==> config.mk <==
export PLATFORM = sky130hd
export DESIGN_NAME = pwm_duty_decoder_flat
export DESIGN_NICKNAME = d
export VERILOG_FILES = /design/src/rtl/pwm_duty_decoder_if.sv /design/src/rtl/pwm_duty_decoder.sv /design/src/flat_wrapper.sv
export SDC_FILE = /design/constraint.sdc
export NUM_CORES = 1
export LEC_CHECK = 0
export ABC_AREA = 0
export BUFFER_PORTS_ARGS = -buffer_cell sky130_fd_sc_hd__buf_2
export CORE_ASPECT_RATIO = 1.4
export CORE_MARGIN = 8
export CORE_UTILIZATION = 55
export CTS_BUF_LIST = sky130_fd_sc_hd__clkbuf_2
export DETAILED_ROUTE_END_ITERATION = 16
export PLACE_DENSITY = 0.71
export SETUP_SLACK_MARGIN = 0.5
export SLEW_MARGIN = 25
export SYNTH_ARGS = -nofsm -noshare
export SYNTH_HDL_FRONTEND = slang
export SYNTH_SLANG_ARGS = --single-unit
==> constraint.sdc <==
create_clock -name clk -period 5.29 [get_ports clk]
set_input_delay 1.058 -clock clk [delete_from_list [all_inputs] [get_ports clk]]
set_output_delay 1.058 -clock clk [all_outputs]
set_load 0.05 [all_outputs]
==> src/rtl/pwm_duty_decoder_if.sv <==
// Signal bundle between a PWM source and the duty decoder.
// The master drives pwm_in; the slave (decoder) returns registered measurements.
interface pwm_duty_decoder_if;
    logic        pwm_in;
    logic [31:0] period_count;
    logic [31:0] high_count;
    logic [2:0]  duty_code;
    logic        steady;
    logic        valid;
    logic [1:0]  state_dbg;

    // valid is a one-cycle pulse with no back-pressure; the other outputs
    // change only in the cycle valid is high and hold their value otherwise.
    modport master (
        output pwm_in,
        input  period_count, high_count, duty_code, steady, valid, state_dbg
    );

    modport slave (
        input  pwm_in,
        output period_count, high_count, duty_code, steady, valid, state_dbg
    );
endinterface

==> src/rtl/pwm_duty_decoder.sv <==
// Measures period and high time of an asynchronous PWM input, classifies the
// duty cycle into quarter steps, and reports a constant level after TIMEOUT cycles.
module pwm_duty_decoder #(
    parameter int unsigned TIMEOUT = 100000000
) (
    input  logic               clk,
    input  logic               rst,
    pwm_duty_decoder_if.slave  bus
);

    typedef enum logic [1:0] {
        IDLE = 2'd0,
        HIGH = 2'd1,
        LOW  = 2'd2
    } state_e;

    localparam logic [31:0] LIMIT = 32'(TIMEOUT);

    logic        sync1_q, sync2_q, s_d_q;
    state_e      state_q, state_d;
    logic [31:0] cnt_q, cnt_d;
    logic [31:0] hi_lat_q, hi_lat_d;
    logic [31:0] period_q, period_d;
    logic [31:0] high_q, high_d;
    logic [2:0]  duty_q, duty_d;
    logic        steady_q, steady_d;
    logic        valid_q, valid_d;

    logic        s, rise, fall, at_limit;
    logic [34:0] h8, p1, p3, p5, p7;
    logic [2:0]  duty_class;

    assign s        = sync2_q;
    assign rise     = s & ~s_d_q;
    assign fall     = ~s & s_d_q;
    assign at_limit = (cnt_q == LIMIT);

    // Compare 8H against odd multiples of P; 35 bits hold 8*(2^32-1).
    assign h8 = {hi_lat_q, 3'b000};
    assign p1 = {3'b000, cnt_q};
    assign p3 = p1 + (p1 << 1);
    assign p5 = p1 + (p1 << 2);
    assign p7 = (p1 << 3) - p1;

    always_comb begin
        duty_class = 3'd4;
        if (h8 < p1)      duty_class = 3'd0;
        else if (h8 < p3) duty_class = 3'd1;
        else if (h8 < p5) duty_class = 3'd2;
        else if (h8 < p7) duty_class = 3'd3;
    end

    always_comb begin
        state_d  = state_q;
        cnt_d    = cnt_q;
        hi_lat_d = hi_lat_q;
        period_d = period_q;
        high_d   = high_q;
        duty_d   = duty_q;
        steady_d = steady_q;
        valid_d  = 1'b0;

        case (state_q)
            IDLE: begin
                cnt_d = '0;
                if (rise) begin
                    state_d = HIGH;
                    cnt_d   = 32'd1;
                end
            end
            HIGH: begin
                if (fall) begin
                    hi_lat_d = cnt_q;
                    // Saturate so a fall landing on the limit still times out in LOW.
                    cnt_d    = at_limit ? cnt_q : cnt_q + 32'd1;
                    state_d  = LOW;
                end else if (at_limit) begin
                    period_d = '0;
                    high_d   = '0;
                    steady_d = 1'b1;
                    duty_d   = s ? 3'd4 : 3'd0;
                    valid_d  = 1'b1;
                    cnt_d    = '0;
                    state_d  = IDLE;
                end else begin
                    cnt_d = cnt_q + 32'd1;
                end
            end
            LOW: begin
                if (rise) begin
                    period_d = cnt_q;
                    high_d   = hi_lat_q;
                    steady_d = 1'b0;
                    duty_d   = duty_class;
                    valid_d  = 1'b1;
                    cnt_d    = 32'd1;
                    state_d  = HIGH;
                end else if (at_limit) begin
                    period_d = '0;
                    high_d   = '0;
                    steady_d = 1'b1;
                    duty_d   = s ? 3'd4 : 3'd0;
                    valid_d  = 1'b1;
                    cnt_d    = '0;
                    state_d  = IDLE;
                end else begin
                    cnt_d = cnt_q + 32'd1;
                end
            end
            default: begin
                state_d = IDLE;
                cnt_d   = '0;
            end
        endcase
    end

    always_ff @(posedge clk) begin
        if (rst) begin
            sync1_q  <= 1'b0;
            sync2_q  <= 1'b0;
            s_d_q    <= 1'b0;
            state_q  <= IDLE;
            cnt_q    <= '0;
            hi_lat_q <= '0;
            period_q <= '0;
            high_q   <= '0;
            duty_q   <= '0;
            steady_q <= 1'b0;
            valid_q  <= 1'b0;
        end else begin
            sync1_q  <= bus.pwm_in;
            sync2_q  <= sync1_q;
            s_d_q    <= sync2_q;
            state_q  <= state_d;
            cnt_q    <= cnt_d;
            hi_lat_q <= hi_lat_d;
            period_q <= period_d;
            high_q   <= high_d;
            duty_q   <= duty_d;
            steady_q <= steady_d;
            valid_q  <= valid_d;
        end
    end

    assign bus.period_count = period_q;
    assign bus.high_count   = high_q;
    assign bus.duty_code    = duty_q;
    assign bus.steady       = steady_q;
    assign bus.valid        = valid_q;
    assign bus.state_dbg    = state_q;

endmodule

==> src/flat_wrapper.sv <==
// flat-port wrapper written by rule: the top's interface ports become plain ports
module pwm_duty_decoder_flat 
#(
    parameter int unsigned TIMEOUT = 100000000
)
  (clk, rst, bus_pwm_in, bus_period_count, bus_high_count, bus_duty_code, bus_steady, bus_valid, bus_state_dbg);
  pwm_duty_decoder_if bus_i ();
  input  logic clk;
  input  logic rst;
  input wire logic [$bits(bus_i.pwm_in)-1:0] bus_pwm_in;
  output wire logic [$bits(bus_i.period_count)-1:0] bus_period_count;
  output wire logic [$bits(bus_i.high_count)-1:0] bus_high_count;
  output wire logic [$bits(bus_i.duty_code)-1:0] bus_duty_code;
  output wire logic [$bits(bus_i.steady)-1:0] bus_steady;
  output wire logic [$bits(bus_i.valid)-1:0] bus_valid;
  output wire logic [$bits(bus_i.state_dbg)-1:0] bus_state_dbg;
  assign bus_i.pwm_in = bus_pwm_in;
  assign bus_period_count = bus_i.period_count;
  assign bus_high_count = bus_i.high_count;
  assign bus_duty_code = bus_i.duty_code;
  assign bus_steady = bus_i.steady;
  assign bus_valid = bus_i.valid;
  assign bus_state_dbg = bus_i.state_dbg;
  pwm_duty_decoder #(.TIMEOUT(TIMEOUT)) u_core (.clk(clk), .rst(rst), .bus(bus_i));
endmodule
# Yosys cells after proc, flatten, opt, wreduce, memory -nomap -nowiden

Index checks and enable logic that the tools add are counted.

Register bits after elaboration: 138
Bits of input ports: 3
Output and inout port bits: 71

Bitwise gates (word level): 4
Add/subtract/negate cells: 4
Reduce and logical (&&, ||, !) cells: 4
Equality and inequality tests: 6
Multiplexer cells: 36
Magnitude comparators: 4

Operators with widths:

| kind                  | number |
|---|---|
| $mux 32               | 10 |
| $pmux 32 s2           | 2 |
| $lt 35x35->1          | 3 |
| $pmux 32 s3           | 1 |
| $add 32x34->35        | 1 |
| $lt 35x32->1          | 1 |
| $sub 35x32->35        | 1 |
| $add 32x33->34        | 1 |
| $add 32x1->32 const B | 1 |
| $eq 32x27->1 const B  | 1 |
| $mux 3                | 8 |
| $mux 2                | 4 |
| $mux 1                | 7 |
| $pmux 2 s3            | 1 |
| $pmux 3 s2            | 1 |
| $pmux 1 s2            | 2 |
| $reduce_and 2->1      | 2 |
| $ne 3x3->1 const B    | 1 |
| $and 1x1->1           | 2 |
| $eq 2x1->1 const B    | 1 |
| $eq 2x2->1 const B    | 1 |
| $logic_not 2->1       | 1 |
| $ne 2x1->1 const B    | 1 |
| $ne 2x2->1 const B    | 1 |
| 2 further kinds       | 3 |

# Longest topological paths before layout

Word-level depth: 8
Gate-level depth with buffers: 24
Mapped depth without buffers: 23

# Worst setup path before layout

OpenSTA, ideal clock, no wires.

Path kind: reg-to-reg
Start point: register u_core.cnt_q[1]
End point: register u_core.duty_q[1], in the netlist u_core.bus.duty_code[1]
Path slack: 0.704 ns
Arrival time: 4.459 ns
Stages on the path, launching flop included: 23
Buffers on the path: 0
Cell sequence: dfxtp_1 > ha_1 > fa_1 > a211oi_1 > o21bai_2 > a21oi_2 > o41ai_2 > a211o_1 > a41oi_1 > a221o_1 > o21bai_1 > a21oi_1 > xor2_1 > ha_1 > a21oi_1 > o21bai_1 > a21o_1 > a21o_1 > a211oi_1 > o211ai_1 > a21boi_0 > a32oi_1 > nor2_1

Longest elaborated chain between the ends: 8
Elaborated cells on any way between the ends: 16
Classes of those cells: add/sub: 3; order compare: 4; eq/ne: 1; mux: 8

RTL lines:

| what                     | RTL line                | text |
|---|---|---|
| start: declaration       | pwm_duty_decoder.sv:21  | `logic [31:0] cnt_q, cnt_d;` |
| start signal: assignment | pwm_duty_decoder.sv:135 | `cnt_q <= cnt_d;` |
| $sub 35x32->35           | pwm_duty_decoder.sv:43  | `assign p7 = (p1 << 3) - p1;` |
| $lt 35x35->1             | pwm_duty_decoder.sv:50  | `else if (h8 < p7) duty_class = 3'd3;` |
| $mux 3                   | pwm_duty_decoder.sv:50  |  |
| $mux 3                   | pwm_duty_decoder.sv:49  | `else if (h8 < p5) duty_class = 3'd2;` |
| $mux 3                   | pwm_duty_decoder.sv:48  | `else if (h8 < p3) duty_class = 3'd1;` |
| $mux 3                   | pwm_duty_decoder.sv:47  | `if (h8 < p1) duty_class = 3'd0;` |
| $mux 3                   | pwm_duty_decoder.sv:90  | `if (rise) begin` |
| $pmux 3 s2 (*)           | pwm_duty_decoder.sv:63  | `case (state_q)` |
| end signal: assignment   | pwm_duty_decoder.sv:139 | `duty_q <= duty_d;` |
| end: declaration         | pwm_duty_decoder.sv:25  | `logic [2:0] duty_q, duty_d;` |

Mark *: on every way between the ends. The rest lies on a longest branch, timed or not. The select of a mux whose other input is x is not followed.
A chain may end at the register's enable or synchronous reset.

# Final worst setup path

Start point: register u_core.cnt_q[6]
End point: register u_core.duty_q[1], in the netlist u_core.bus.duty_code[1]

The elaborated chain is that of the path after synthesis.

==> run metrics <==
outcome=finished clean; HP Start=u_core.bus.high_count[4]$_SDFFE_PP0P_; total negative setup slack=0 ns; # setup viols final=0; Synth area leader=ha_1; Sw Share=0.287; switching pwr=~520 uW; asr flop ratio synth=0; total power=between 1500 and 2000 uW; CP endpoint kind=flip-flop; synth warn=0; vias in the first global route=11600; Crit path required time=about 6.0 ns; max cap viols=0; CTS Sinks=approximately 140; crit path max fanout=5; Synth-to-Final Area Change=15.6%; P_int=1290 uW; Post-synth EDFFs=0; CTS Buffer Depth=2; maximum clock frequency=approximately 210 MHz; Final Slew Violations=0; die width=between 100 and 150 um; CTS root buf=clkbuf_2; share of layout cells above drive strength 1=0.171; P_leak=around 0.0064 uW; Worst Path Class, Setup=flip-flop to flip-flop; first-pass GRT wire length=59900 um; Syn Nets=approximately 1800; largest net degree at the start of global routing=44; TritonRoute pass-1 iters=5; startpoint types=flip-flop; IO Pins=74; FP Rows=65; Avg Inst Size Synth=7.83 sq um; Reg-to-Reg Start=u_core.cnt_q[6]$_SDFFE_PP0P_; detailed-route via count=about 12000; final net count=a little under 2000; power share of the sequential group=0.575; register area share after synthesis=0.222; clock tree from TritonCTS=built; Die ar.=~28000 sq um; synthesized area=12500 sq um; final WL=around 40000 um; WP data arrival=around 5.4 ns; period utilization=0.894; Initial DRC Count=about 770; Routed Antenna Nets=0; PD cells=126 nW/um^2; power share of the combinational group=0.117; Final Hold Fails=0; VDD IR-drop max=~0.098 mV; Worst Reg-to-Reg Cells=19; Fillers=between 1500 and 2000; Worst Hold Path EP=u_core.bus.high_count[4]$_SDFFE_PP0P_; PortBufs=73; Unique masters post-synth=76; Yosys reg bits=138; initial antenna violation count=1; cts hold-fix bufs=0; HPWL after detailed placement=slightly below 30000 um; Starting Density=0.557; global route total overflow=0; post-synthesis cell count=roughly 1600; Die H=roughly 190 um; RSZ-0062 raised after global routing=yes; worst-margin pin slew=approximately 0.82 ns; wire per inst=~20 um; top-area cell type share of the netlist area=0.235; Hold Crit Class=flip-flop to flip-flop; Final Wtd Congestion=1.00; clk_lat worst skew=between 0.7 and 0.8 ns; Synth area leaders=ha_1, dfxtp_1, a21oi_1; worst-case clock skew=around 0.050 ns; R2R setup slack=roughly 0.56 ns; Worst Hold Depth=2; DR vias/cell=between 6 and 7; ys flop type=dfxtp_1; TritonCTS buffer count=17; Core Area=about 22000 sq um; clock power share=0.308; all-layer global routing usage=0.272; minimum clock period=4.73 ns; clock transition at the registers of the reported paths=between 0.2 and 0.25 ns; R2R Path End=u_core.bus.duty_code[1]$_SDFFE_PP0P_; Remaining DRCs=0; H-tree levels=4; Max-slew headroom=0.452
-- final cells by class --
class | instances | area, sq um | area share
diodes | 1 | 2.50 | 0.000174
clock buffers | 19 | 95.1 | 0.00661
clock inverters | 12 | 83.8 | 0.00582
inverters | 73 | 284 | 0.0197
multi-input cells | 1337 | 9850 | 0.684
flip-flops and latches | 138 | 2820 | 0.196
well taps | 301 | 377 | 0.0262
repair buffers | 140 | 886 | 0.0615
-- metrics by stage --
stage	util	setup slack [ns]	cell area, sq um	std cells	hold WS, ns
global route	0.644	0.385	14400	2021	0.453
finish	0.644	0.563	14400	2021	0.461
CTS	0.608	0.466	13600	1992	0.418
detailed placement	0.596	0.150	13300	1960	0.435
global placement	0.596	0.228	13300	1960	0.428
floorplan	-	0.704	12500	1590	0.414
-- worst max-delay path: stages, from the launching register on --
cell and delay, ns:
dfxtp_4 0.43, inv_1 0.10, ha_1 0.41, a21o_1 0.22, a31o_1 0.24, a211oi_4 0.30, o211a_1 0.21, o31a_1 0.21
a22oi_2 0.13, a211o_1 0.31, a31o_1 0.23, a21oi_1 0.18, xnor2_1 0.10, ha_1 0.30, nand2_1 0.07, or4_1 0.48
o211ai_1 0.27, a21boi_2 0.23, a32oi_1 0.12, nor2_1 0.13
-- metal layers --
layer	up-vias	wire (um)	track usage
met5	-	0	0
met4	0	2680	0.174
met3	147	1510	0.0407
met2	355	20000	0.486
met1	5808	15100	0.288
li1	5912	-	-
-- state kept, by name (all words and copies together) (netlist names) --
name	cells
u_core.bus.high_count	32
u_core.bus.valid	1
u_core.cnt_q	32
u_core.hi_lat_q	32
u_core.sync1_q	1
u_core.bus.duty_code	3
u_core.bus.steady	1
u_core.s	1
u_core.bus.state_dbg	2
u_core.s_d_q	1
u_core.bus.period_count	32
-- what timing repair did --
action	CTS	global route
hold endpoints to repair	0	0
buffers inserted	1	28
pin swaps	3	63
endpoints found under the setup margin	3	3
gates resized for setup	27	121
-- cell usage after synthesis (all sizes together), types with 5 or more instances --
library cell,count
a21o,67
nand4,27
a211oi,13
o21a,17
o21bai,12
o22ai,5
nor4,5
a31oi,5
o21ai,56
xnor2,79
nor2,107
nand2b,17
a211o,6
dfxtp,138
a31o,5
a311oi,5
or3,5
xor2,37
o211ai,9
nand2,259
and2,6
or4,5
nor2b,19
nor3,18
a21oi,206
nand3,23
and3,19
inv,72
clkbuf,39
ha,234
-- power groups by stage --
stage,Clock [uW],Sequential [uW],Combinational (uW)
final,556,1040,212
after global routing,615,1040,231
after detailed placement,0,1070,172
after floorplan,0,1070,129
after global placement,0,1070,171
after CTS,575,1040,176
-- how the worst max path moves through the flow --
stage | to | from | slack (ns)
3_3_place_gp | u_core.bus.duty_code[1]$_SDFFE_PP0P_ | u_core.cnt_q[0]$_SDFFE_PP0P_ | 0.23
4_1_cts | u_core.bus.duty_code[1]$_SDFFE_PP0P_ | u_core.cnt_q[2]$_SDFFE_PP0P_ | 0.47
2_1_floorplan | u_core.bus.duty_code[1]$_SDFFE_PP0P_ | u_core.cnt_q[1]$_SDFFE_PP0P_ | 0.70
5_1_grt | u_core.bus.duty_code[1]$_SDFFE_PP0P_ | u_core.cnt_q[2]$_SDFFE_PP0P_ | 0.38
6_report | u_core.bus.duty_code[1]$_SDFFE_PP0P_ | u_core.cnt_q[6]$_SDFFE_PP0P_ | 0.56
3_5_place_dp | u_core.bus.duty_code[1]$_SDFFE_PP0P_ | u_core.cnt_q[0]$_SDFFE_PP0P_ | 0.15
-- logic make-up after synthesis --
family / after synthesis / synth area share
fa+ha+maj: 236 / 0.238
flops: 138 / 0.222
compound gates: 455 / 0.231
simple gates: 529 / 0.191
mux: 1 / 0.000904
buf+inv: 115 / 0.0350
xor+xnor: 116 / 0.0816
-- layout by cell type (no fill, tap or decap), types with 6 or more instances in the layout --
cell,instances
a211o_1,6
a211oi_1,6
a211oi_2,6
a21o_1,67
a21oi_1,188
a21oi_2,17
and2_1,6
and3_1,18
buf_2,74
buf_4,63
clkbuf_2,19
clkinv_1,6
dfxtp_1,121
dfxtp_4,13
ha_1,216
ha_2,6
ha_4,12
inv_1,65
nand2_1,257
nand2b_1,17
nand3_1,20
nand4_1,27
nor2_1,106
nor2b_1,19
nor3_1,14
o211ai_1,9
o21a_1,16
o21ai_0,48
o21bai_1,11
xnor2_1,79
xor2_1,37
(Power assumes the default switching activity.)
